`src/rtl/multi_lane_spi_master_if.sv`:
```
// rtl/multi_lane_spi_master_if.sv - request/handshake bus between the register sequencer and the SPI master
interface multi_lane_spi_master_if #(
    parameter int DATA_W = 64,
    parameter int DIV_W  = 8,
    parameter int CNT_W  = 7
);
    logic              start;
    logic [1:0]        lane_mode;
    logic [CNT_W-1:0]  nbits;
    logic [DIV_W-1:0]  clk_div;
    logic [DATA_W-1:0] data_in;
    logic              busy;
    logic              done;
    logic              err;

    modport master (output start, lane_mode, nbits, clk_div, data_in,
                    input  busy, done, err);
    modport slave  (input  start, lane_mode, nbits, clk_div, data_in,
                    output busy, done, err);
endinterface

```
`src/rtl/multi_lane_spi_master.sv`:
```
// rtl/multi_lane_spi_master.sv - 1/2/4-lane MSB-first SPI master for the AD9958 serial port
module multi_lane_spi_master #(
    parameter int DATA_W = 64,
    parameter int DIV_W  = 8,
    parameter int CNT_W  = 7
) (
    input  logic                          clock,
    input  logic                          reset_n,
    multi_lane_spi_master_if.slave        req,
    output logic                          cs_n,
    output logic                          sclk,
    output logic [3:0]                    sdio,
    output logic [3:0]                    sdio_oe
);
    localparam logic [2:0] IDLE  = 3'd0;
    localparam logic [2:0] SETUP = 3'd1;
    localparam logic [2:0] SHIFT = 3'd2;
    localparam logic [2:0] HOLD  = 3'd3;
    localparam logic [2:0] GAP   = 3'd4;

    logic [2:0]        state;
    logic [DIV_W-1:0]  div_cnt, div_q;
    logic [CNT_W-1:0]  edge_cnt, nbits_q, groups, next_edge, lane_cnt_in;
    logic [1:0]        mode_q;
    logic [DATA_W-1:0] shreg, aligned;
    logic              err_q, half_done, last_gap, accept, req_ok;

    function automatic logic [3:0] lane_group(input logic [DATA_W-1:0] v, input logic [1:0] m);
        case (m)
            2'd0:    return {3'b000, v[DATA_W-1]};
            2'd1:    return {2'b00, v[DATA_W-1 -: 2]};
            default: return v[DATA_W-1 -: 4];
        endcase
    endfunction

    function automatic logic [3:0] lane_oe(input logic [1:0] m);
        case (m)
            2'd0:    return 4'b0001;
            2'd1:    return 4'b0011;
            default: return 4'b1111;
        endcase
    endfunction

    function automatic logic [2:0] lane_shift(input logic [1:0] m);
        case (m)
            2'd0:    return 3'd1;
            2'd1:    return 3'd2;
            default: return 3'd4;
        endcase
    endfunction

    assign half_done = (div_cnt == div_q);
    assign groups    = nbits_q >> mode_q;
    assign next_edge = edge_cnt + CNT_W'(1);
    assign last_gap  = (state == GAP) && half_done;
    assign req.done  = last_gap;
    assign req.busy  = (state != IDLE) && !last_gap;
    assign req.err   = err_q;
    assign accept    = req.start && !req.busy;
    // Left-justify the payload so the first bit to send is always the MSB of the shifter.
    assign aligned   = req.data_in << (CNT_W'(DATA_W) - req.nbits);

    always_comb begin
        lane_cnt_in = CNT_W'(1) << req.lane_mode;
        req_ok = (req.nbits != '0) && (req.nbits <= CNT_W'(DATA_W)) &&
                 (req.lane_mode != 2'd3) &&
                 ((req.nbits & (lane_cnt_in - CNT_W'(1))) == '0);
    end

    always_ff @(posedge clock) begin
        if (!reset_n) begin
            state    <= IDLE;
            div_cnt  <= '0;
            div_q    <= '0;
            edge_cnt <= '0;
            nbits_q  <= '0;
            mode_q   <= 2'd0;
            shreg    <= '0;
            err_q    <= 1'b0;
            cs_n     <= 1'b1;
            sclk     <= 1'b0;
            sdio     <= 4'b0000;
            sdio_oe  <= 4'b0000;
        end else begin
            err_q <= 1'b0;
            case (state)
                IDLE: ;
                GAP: begin
                    if (half_done) state <= IDLE;
                    else           div_cnt <= div_cnt + DIV_W'(1);
                end
                SETUP: begin
                    if (half_done) begin
                        state   <= SHIFT;
                        div_cnt <= '0;
                    end else begin
                        div_cnt <= div_cnt + DIV_W'(1);
                    end
                end
                SHIFT: begin
                    if (half_done) begin
                        div_cnt <= '0;
                        sclk    <= !sclk;
                        if (!sclk) begin
                            edge_cnt <= next_edge;
                            if (next_edge == groups) state <= HOLD;
                        end else begin
                            sdio  <= lane_group(shreg, mode_q);
                            shreg <= shreg << lane_shift(mode_q);
                        end
                    end else begin
                        div_cnt <= div_cnt + DIV_W'(1);
                    end
                end
                HOLD: begin
                    if (half_done) begin
                        div_cnt <= '0;
                        if (sclk) begin
                            sclk <= 1'b0;
                        end else begin
                            state   <= GAP;
                            cs_n    <= 1'b1;
                            sdio    <= 4'b0000;
                            sdio_oe <= 4'b0000;
                        end
                    end else begin
                        div_cnt <= div_cnt + DIV_W'(1);
                    end
                end
                default: state <= IDLE;
            endcase
            // accept is only possible in IDLE or the final GAP cycle, so it overrides the above.
            if (accept) begin
                if (req_ok) begin
                    state    <= SETUP;
                    div_cnt  <= '0;
                    edge_cnt <= '0;
                    div_q    <= req.clk_div;
                    nbits_q  <= req.nbits;
                    mode_q   <= req.lane_mode;
                    cs_n     <= 1'b0;
                    sdio     <= lane_group(aligned, req.lane_mode);
                    sdio_oe  <= lane_oe(req.lane_mode);
                    shreg    <= aligned << lane_shift(req.lane_mode);
                end else begin
                    err_q <= 1'b1;
                end
            end
        end
    end
endmodule

```
`src/flat_wrapper.sv`:
```
// flat-port wrapper written by rule: the top's interface ports become plain ports
module multi_lane_spi_master_flat 
#(
    parameter int DATA_W = 64,
    parameter int DIV_W  = 8,
    parameter int CNT_W  = 7
)
  (clock, reset_n, cs_n, sclk, sdio, sdio_oe, req_start, req_lane_mode, req_nbits, req_clk_div, req_data_in, req_busy, req_done, req_err);
  multi_lane_spi_master_if #(.DATA_W(DATA_W), .DIV_W(DIV_W), .CNT_W(CNT_W)) req_i ();
  input  logic clock;
  input  logic reset_n;
  output logic cs_n;
  output logic sclk;
  output logic [3:0] sdio;
  output logic [3:0] sdio_oe;
  input wire logic [$bits(req_i.start)-1:0] req_start;
  input wire logic [$bits(req_i.lane_mode)-1:0] req_lane_mode;
  input wire logic [$bits(req_i.nbits)-1:0] req_nbits;
  input wire logic [$bits(req_i.clk_div)-1:0] req_clk_div;
  input wire logic [$bits(req_i.data_in)-1:0] req_data_in;
  output wire logic [$bits(req_i.busy)-1:0] req_busy;
  output wire logic [$bits(req_i.done)-1:0] req_done;
  output wire logic [$bits(req_i.err)-1:0] req_err;
  assign req_i.start = req_start;
  assign req_i.lane_mode = req_lane_mode;
  assign req_i.nbits = req_nbits;
  assign req_i.clk_div = req_clk_div;
  assign req_i.data_in = req_data_in;
  assign req_busy = req_i.busy;
  assign req_done = req_i.done;
  assign req_err = req_i.err;
  multi_lane_spi_master #(.DATA_W(DATA_W), .DIV_W(DIV_W), .CNT_W(CNT_W)) u_core (.clock(clock), .reset_n(reset_n), .req(req_i), .cs_n(cs_n), .sclk(sclk), .sdio(sdio), .sdio_oe(sdio_oe));
endmodule
```
`config.mk`:
```
export PLATFORM = sky130hd
export DESIGN_NAME = multi_lane_spi_master_flat
export DESIGN_NICKNAME = d
export VERILOG_FILES = /design/src/rtl/multi_lane_spi_master_if.sv /design/src/rtl/multi_lane_spi_master.sv /design/src/flat_wrapper.sv
export SDC_FILE = /design/constraint.sdc
export NUM_CORES = 1
export LEC_CHECK = 0
export CAP_MARGIN = 5
export CORE_MARGIN = 2
export CORE_UTILIZATION = 28
export CTS_CLUSTER_DIAMETER = 50
export DETAILED_ROUTE_END_ITERATION = 10
export PLACE_DENSITY = 0.42
export SLEW_MARGIN = 20
export SYNTH_ARGS = -nofsm -noshare
export SYNTH_HDL_FRONTEND = slang
export SYNTH_SLANG_ARGS = --single-unit
```
`constraint.sdc`:
```
create_clock -name clock -period 8.25 [get_ports clock]
set_input_delay 1.65 -clock clock [delete_from_list [all_inputs] [get_ports clock]]
set_output_delay 1.65 -clock clock [all_outputs]
set_load 0.005 [all_outputs]
```
# Word-level counts from Yosys, hierarchy flattened
# Index checks and enable logic that the tools add are counted.
[totals] reg_bits=110 output_inout_bits=13
[op_classes] add_sub_neg=4 order_cmp=1 n_eq_ne=11 shifts=5 muxes=58 n_bitwise=1 reduce_logical=20
[op_table] cell="two-way mux 64 bit" count=5
[op_table] cell="left shift 64 x 3 -> 64 bit" count=2
[op_table] cell="left shift 64 x 7 -> 64 bit" count=1
[op_table] cell="two-way mux 3 bit" count=16
[op_table] cell="two-way mux 4 bit" count=11
[op_table] cell="two-way mux 7 bit" count=5
[op_table] cell="two-way mux 8 bit" count=4
[op_table] cell="one-hot mux 4 bit (2 select lines)" count=4
[op_table] cell="one-hot mux 8 bit (2 select lines)" count=1
[op_table] cell="one-hot mux 3 bit (5 select lines)" count=1
[op_table] cell="one-hot mux 3 bit (2 select lines)" count=2
[op_table] cell="adder 8 x 1 -> 8 bit, second input constant" count=1
[op_table] cell="equality test 8 bit" count=1
[op_table] cell="two-way mux 1 bit" count=8
[op_table] cell="adder 7 x 1 -> 7 bit, second input constant" count=1
[op_table] cell="bitwise AND 7 bit" count=1
[op_table] cell="equality test 7 bit" count=1
[op_table] cell="<= comparator 7 bit, second input constant" count=1
[op_table] cell="logical NOT 7 bit" count=1
[op_table] cell="nonzero test 7 bit" count=1
[op_table] cell="left shift 1 x 2 -> 7 bit, first input constant" count=1
[op_table] cell="right shift 7 x 2 -> 7 bit" count=1
[op_table] cell="subtractor 7 x 1 -> 7 bit, second input constant" count=1
[op_table] cell="subtractor 7 bit, first input constant" count=1
[op_table] cell="other kinds (16)" count=28

# Logic depth before layout (Yosys ltp)
# Gate-level depths: netlist of the first run.
[logic_depth] ltp_word=12 mapped_depth=18 ltp_nobuf=11

# Worst setup path after synthesis of the first run
# OpenSTA, ideal clock, no wires.
[synth_timing] path_type="input port to flip-flop" start="in req_nbits[0]" end="reg u_core.shreg[59]" setup_ns=0.131 arrival_time_ns=5.210 required_time_ns=8.119 setup_slack_ns=2.910 cell_stages=16 n_path_buf=7 cell_sequence="buf_2 -> inv_2 -> buf_4 -> buf_2 -> buf_2 -> ha_1 -> buf_4 -> buf_6 -> buf_6 -> mux2_2 -> mux4_2 -> a221o_1 -> o2bb2ai_1 -> mux2_2 -> a221oi_2 -> o22ai_1"
[synth_between] elab_chain_cells=6 word_cells_on_any_way=12
[synth_lines] element="start, declared" line="flat_wrapper.sv:18" text="input wire logic [$bits(req_i.nbits)-1:0] req_nbits;"
[synth_lines] element="branches (longest 4 deep; another with subtractor 7 bit)"
[synth_lines] element="two-way mux 64 bit *" line="multi_lane_spi_master.sv:134" text="if (req_ok) begin"
[synth_lines] element="two-way mux 64 bit *" line="multi_lane_spi_master.sv:133" text="if (accept) begin"
[synth_lines] element="end signal, assigned" line="multi_lane_spi_master.sv:109" text="shreg <= shreg << lane_shift(mode_q);"
[synth_lines] element="end signal, assigned" line="multi_lane_spi_master.sv:144" text="shreg <= aligned << lane_shift(req.lane_mode);"
[synth_lines] element="end, declared" line="multi_lane_spi_master.sv:25" text="logic [DATA_W-1:0] shreg, aligned;"
# Mark *: on every way between the ends.
# A chain may end at the register's enable or synchronous reset.

# Final worst setup path of the first run
[layout_timing] start="in req_nbits[2]" end="reg u_core.shreg[60]"
# The elaborated chain is that of the path after synthesis.

==> results of run 1 <==
-- how the worst max path moves through the flow --
stage	from	to	slack, ns	depth (start not counted)
after floorplan	req_nbits[0]	u_core.shreg[59]	2.91	16
after global placement	req_nbits[1]	u_core.shreg[60]	1.87	12
after detailed placement	req_nbits[1]	u_core.shreg[60]	1.78	12
after CTS	req_nbits[1]	u_core.shreg[60]	2.20	12
after global routing	req_nbits[1]	u_core.shreg[63]	1.71	12
final	req_nbits[2]	u_core.shreg[60]	2.19	8
-- worst max-delay path, stage by stage --
cell	delay, ns
clkdlybuf4s50_1	0.73
nor4_2	1.05
or2_2	0.70
mux2i_1	0.66
o221ai_1	0.37
a211oi_1	0.68
mux4_2	0.40
o31ai_2	0.06
-- per-layer routing --
metal | wire length, microns | track usage | vias to the layer above
met5 | 0 | 0 | -
met2 | 23400 | 0.322 | 470
met3 | 2550 | 0.0191 | 75
li1 | - | - | 6576
met4 | 1550 | 0.0719 | 0
met1 | 26000 | 0.316 | 6739
-- layout by cell type (no fill, tap or decap), drive strengths merged, types with 8 or more instances in the layout --
cell / count
inv: 24
a21oi: 162
dfxtp: 110
nor3: 61
or2: 10
o22ai: 16
a32oi: 9
mux2: 60
nor4: 16
clkdlybuf4s50: 93
buf: 38
mux2i: 147
mux4: 60
o221ai: 18
xor2: 17
o211ai: 35
o32ai: 8
a221oi: 23
nand2b: 10
xnor2: 15
a31oi: 12
clkbuf: 9
and3: 20
nand2: 202
a211oi: 33
nand3: 52
a2111oi: 9
nor2: 184
o21ai: 101
and2: 15
a22oi: 10
-- per-stage QoR --
stage               total power (W)  instance area [sq um]
floorplan                   0.00118                  13300
global placement            0.00145                  14600
detailed placement          0.00145                  14600
CTS                         0.00194                  14900
global route                0.00204                  14900
finish                      0.00194                  14900
-- logic make-up (layout without fill, tap and decap cells) --
group,after synthesis,after routing,synth area share
AOI/OAI and AO/OA,538,538,0.271
xor gates and xnor gates,32,32,0.0222
adders and majority gates,6,6,0.00564
buffers and inverters,191,167,0.0684
DFF,110,110,0.165
muxes,267,267,0.264
and+or+nand+nor,599,599,0.204
-- power groups by stage --
stage | Clock, W | Sequential [W] | Combinational, W
floorplan | 0 | 0.000574 | 0.000603
global placement | 0 | 0.000586 | 0.000868
detailed placement | 0 | 0.000585 | 0.000865
CTS | 0.000499 | 0.000573 | 0.000869
global route | 0.000520 | 0.000576 | 0.000945
finish | 0.000486 | 0.000573 | 0.000883
-- state kept, by name, summed over array words and instances, names as in the netlist --
signal	cells
u_core.shreg	64
u_core.div_cnt	8
u_core.div_q	8
u_core.edge_cnt	7
u_core.nbits_q	7
u_core.sdio	4
u_core.sdio_oe	4
u_core.state	3
u_core.mode_q	2
u_core.cs_n	1
u_core.req.err	1
u_core.sclk	1
-- synth_stat cells (7+ instances only) --
| cell | count |
|---|---|
| a221oi_1 | 22 |
| and2_1 | 13 |
| o211ai_1 | 35 |
| xor2_1 | 16 |
| and3_1 | 20 |
| a211o_1 | 7 |
| buf_4 | 9 |
| buf_2 | 35 |
| nand4_1 | 7 |
| o22ai_1 | 16 |
| mux2i_1 | 147 |
| a31oi_1 | 12 |
| dfxtp_1 | 110 |
| nand3_1 | 52 |
| o221ai_1 | 18 |
| o21ai_0 | 94 |
| xnor2_1 | 14 |
| a22oi_1 | 10 |
| mux2_2 | 60 |
| nor3_1 | 58 |
| o2111ai_1 | 7 |
| o32ai_1 | 8 |
| nor2_1 | 183 |
| nor4_1 | 11 |
| inv_1 | 16 |
| buf_6 | 14 |
| nand2b_1 | 10 |
| buf_1 | 15 |
| clkbuf_1 | 97 |
| a21oi_1 | 162 |
| nand2_1 | 202 |
| a211oi_1 | 33 |
| o21ai_1 | 7 |
| a32oi_1 | 9 |
| mux4_2 | 56 |
-- area by class of cell --
| cell class | instances | area (sq um) |
|---|---|---|
| Fill cell | 4990 | 31900 |
| Multi-Input combinational cell | 1442 | 10300 |
| Sequential cell | 110 | 2210 |
| Timing Repair Buffer | 131 | 1220 |
| Tap cell | 607 | 759 |
| Clock buffer | 9 | 225 |
| Clock inverter | 7 | 91.3 |
| Inverter | 20 | 75.1 |
==> results_dict.tcl, run 1 <==
set metrics [dict create \
    status "finished, final reports clean" \
    gp_congestion 0.917 \
    htree_levels 3 \
    drc_errors 0 \
    power_leakage_nw 4.95 \
    seq_area_frac_synth 0.165 \
    p_seq_frac 0.295 \
    io_pins 97 \
    cp.arrival_ns 6.32 \
    p_per_area_nw_per_um2 131 \
    dr.pass1.iters 6 \
    setup_viol 0 \
    path_class "input pin to register" \
    start_util 0.285 \
    insertion_delay_ns 0.40 \
    switchingPower_w 0.000826 \
    dpl_worst_slack_ns 1.78 \
    place_inst 2310 \
    area_growth_syn_to_layout_pct 11.7 \
    ir_drop_mv 0.104 \
    die_area_sq_um 49300 \
    synth_area_per_cell_sq_um 7.64 \
    port_buffers 96 \
    cts_setup_buffers 0 \
    critPathMaxFanout 31 \
    p_int_w 0.00112 \
    maxCapViolCount 0 \
    cp-start-kind "input pin" \
    syn-cell-area_sq_um 13300 \
    fin_util 0.318 \
    final_cells 2326 \
    diodes 0 \
    cts_tree "yes" \
    ys_dominant_reg_cell "dfxtp_1" \
    ys_top_cells_by_area "dfxtp_1, mux2i_1, mux4_2" \
    antenna_found_initial 0 \
    yosysUniqueCellTypes 85 \
    max_freq_mhz 165 \
    clk_path_buf_depth 2 \
    synth_top_area_cell "dfxtp_1" \
    min_from "u_core.sdio_oe[0]" \
    hold_buffers 0 \
    viasPerCell 5.96 \
    reg2reg_from "u_core.div_cnt[0]" \
    die_x_microns 222 \
    synthArstFlopShare 0 \
    finalWorstSetupSlack_ns 2.19 \
    synth-edff-count 0 \
    reg2reg_to "u_core.shreg[63]" \
    report.final.slew_viol_count 0 \
    dp_hpwl_microns 40400 \
    ys_warn_count 0 \
    hp-class "register to register" \
    critPathRequiredTime_ns 8.51 \
    grt_max_degree 106 \
    min_period_ns 6.06 \
    holdWs_ns 0.464 \
    path_clk_slew_ns 0.10 \
    netSwitchingFraction 0.425 \
    drt-total-wl_microns 53500 \
    ant_nets 0 \
    tightest_slew_ns 1.13 \
    grtUsageTotal 0.213 \
    rows 79 \
    grt_pass1_vias 13061 \
    pwr-share-comb 0.454 \
    final_hold_viol_count 0 \
    rsz0062_at_grt "false" \
    p_clk_frac 0.250 \
    drt-wirelength-per-cell_microns 23.0 \
    overflow 0 \
    syn_nets 1833 \
    period_share 0.734 \
    end_kind "register" \
    hold-path-endpoint "u_core.sdio_oe[0]" \
    cts_made_buffers 9 \
    clock_sinks 110 \
    finalSetupTns_ns 0 \
    skew_ns 0.0202 \
    rr_worst_depth 9 \
    synth_seq_cells 110 \
    cts_resized 0 \
    synth_top_area_frac 0.165 \
    finalNetCount 1804 \
    relSlewSlack 0.240 \
    reg2reg_slack_ns 4.27 \
    drive_gt1_frac 0.122 \
    via_count 13860 \
    min_path_cells 2 \
    cts-root-buf "clkbuf_16" \
    die_y_microns 222 \
    syn_inst 1743 \
    core_sq_um 46800 \
    first_iter_violations 1494 \
    grt_pass1_wl_microns 82900 \
]
Note: power is estimated with default switching activity, not from simulation.
==> run 2: changes to the inputs <==
==> constraint.sdc (replaced) <==
create_clock -name clock -period 6.05 [get_ports clock]
set_input_delay 1.21 -clock clock [delete_from_list [all_inputs] [get_ports clock]]
set_output_delay 1.21 -clock clock [all_outputs]
set_load 0.005 [all_outputs]
==> run 2 against run 1 <==
Net effect: via count fell by 0.51%; critical path depth up 5; wire length is 1.8% lower; utilization grew 0.56 points; non-clock buffer count up 34; setup slack got worse by 1.4 ns; final cell count up 1.5%; die area stayed put; count of clock-buffer cells in the layout did not move; largest power group unchanged; sequential power grew 36%; final area up 1.8%.
==> results_dict.tcl, run 2 (synthesized netlist as in run 1, its figures left out) <==
set metrics [dict create \
    diodes 0 \
    drt-wirelength-per-cell_microns 22.3 \
    crit_path_max_incr_delay_ns 0.65 \
    design_power_total_w 0.00265 \
    io_pins 97 \
    first_iter_violations 1181 \
    skew_ns 0.0152 \
    relSlewSlack 0.199 \
    top_register "u_core.shreg" \
    port_buffers 96 \
    area_growth_syn_to_layout_pct 13.6 \
    tightest_slew_ns 1.19 \
    worst-path-buf-inv 4 \
    critPathRequiredTime_ns 6.32 \
    path_clk_slew_ns 0.09 \
    end_kind "register" \
    finalSetupTns_ns 0 \
    clk_path_buf_depth 2 \
    htree_levels 3 \
    grt_max_degree 102 \
    crit_family "compound AO/OA/AOI/OAI gates" \
    largest_register_ffs 64 \
    die_area_sq_um 49300 \
    rsz0062_at_grt "false" \
    report.final.slew_viol_count 0 \
    critPathMaxFanout 47 \
    drt-total-wl_microns 52600 \
    hp-class "register to register" \
    antenna_found_initial 0 \
    p_per_area_nw_per_um2 175 \
    start_util 0.285 \
    power_leakage_nw 5.12 \
    grt_pass1_wl_microns 82500 \
    cp.arrival_ns 5.52 \
    grt_pass1_vias 13243 \
    final_hold_viol_count 0 \
    hold_buffers 0 \
    cts_resized 0 \
    dr.pass1.iters 6 \
    reg_top3 "u_core.shreg: 64 flops, u_core.div_cnt: 8 flops, u_core.div_q: 8 flops" \
    status "finished, final reports clean" \
    via_count 13789 \
    drive_gt1_frac 0.139 \
    cp_slowest_cell "ha_4" \
    cp-start-kind "input pin" \
    final_cell_mix "nand2_1, nor2_1, a21oi_1" \
    crit_top_cell "buf_4" \
    die_y_microns 222 \
    ir_drop_mv 0.136 \
    core_sq_um 46800 \
    cts-root-buf "clkbuf_16" \
    cts_tree "yes" \
    drc_errors 0 \
    insertion_delay_ns 0.38 \
    n_fill_cell 5025 \
    period_share 0.868 \
    crit_chain "clkdlybuf4s50_1, inv_1, ha_4, buf_4, mux2i_1, and3_1, a221oi_1, o2bb2ai_1, buf_4, a32oi_1, a222oi_1, nor2_1, a2111oi_2" \
    min_period_ns 5.25 \
    finalNetCount 1838 \
    maxCapViolCount 0 \
    cts_setup_buffers 0 \
    path_class "input pin to register" \
    ant_nets 0 \
    cts_made_buffers 9 \
    overflow 0 \
    clock_sinks 110 \
    max_freq_mhz 190 \
    viasPerCell 5.84 \
    setup_viol 0 \
    final_common_cell "nand2_1" \
    rows 79 \
    grtUsageTotal 0.211 \
    die_x_microns 222 \
    gp_congestion 0.941 \
    dp_hpwl_microns 40400 \
]
## run 2: cell count changes in the layout (fill, tap and decap cells not counted), sizes merged
cell	previous run	this run
buf	38	72
## run 2: stage by stage
step	hold slack (ns)	cell area [sq um]	utilization	cells	setup WS [ns]
detailed placement	0.451	14800	0.317	2344	0.463
floorplan	0.433	13300	-	1743	1.15
global route	0.490	15100	0.324	2360	0.578
finish	0.460	15100	0.324	2360	0.799
CTS	0.464	15100	0.324	2360	0.848
global placement	0.445	14800	0.317	2344	0.453
## run 2: layer usage
metal / up-vias / share of wire / track usage
li1: 6644 / - / -
met1: 6633 / 0.49 / 0.314
met2: 434 / 0.44 / 0.319
met3: 78 / 0.045 / 0.0158
met4: 0 / 0.030 / 0.0702
met5: - / 0 / 0
## run 2: layout make-up
class | instances | area, sq um | share of cell area
clock buffers | 9 | 225 | 0.0149
clock inverters | 7 | 82.6 | 0.00546
inverters | 20 | 75.1 | 0.00496
multi-input cells | 1442 | 10300 | 0.680
flip-flops and latches | 110 | 2210 | 0.146
well taps | 607 | 759 | 0.0502
repair buffers | 165 | 1490 | 0.0984
## run 2: worst paths after layout
check | cells after the start | slack (ns) | endpoint | start
hold / removal | 2 | 0.46 | u_core.sdio_oe[0] | u_core.sdio_oe[0]
hold reg to reg | 2 | 0.46 | u_core.sdio_oe[0] | u_core.sdio_oe[0]
setup reg to reg | 10 | 2.55 | u_core.shreg[35] | u_core.div_q[6]
setup / recovery | 13 | 0.80 | u_core.shreg[49] | req_nbits[1]
## run 2: power by group
part	total, W	leakage [nW]	internal (W)	switching (W)
clock network	0.000631	0.153	0.000300	0.000331
logic	0.00123	4.07	0.000499	0.000734
registers	0.000782	0.892	0.000748	0.0000338
total	0.00265	5.12	0.00155	0.00110
## run 2: worst min-delay path, stage by stage (launching register included)
cell	delay, ns
dfxtp_1	0.32
nand2_1	0.05
a21oi_1	0.05
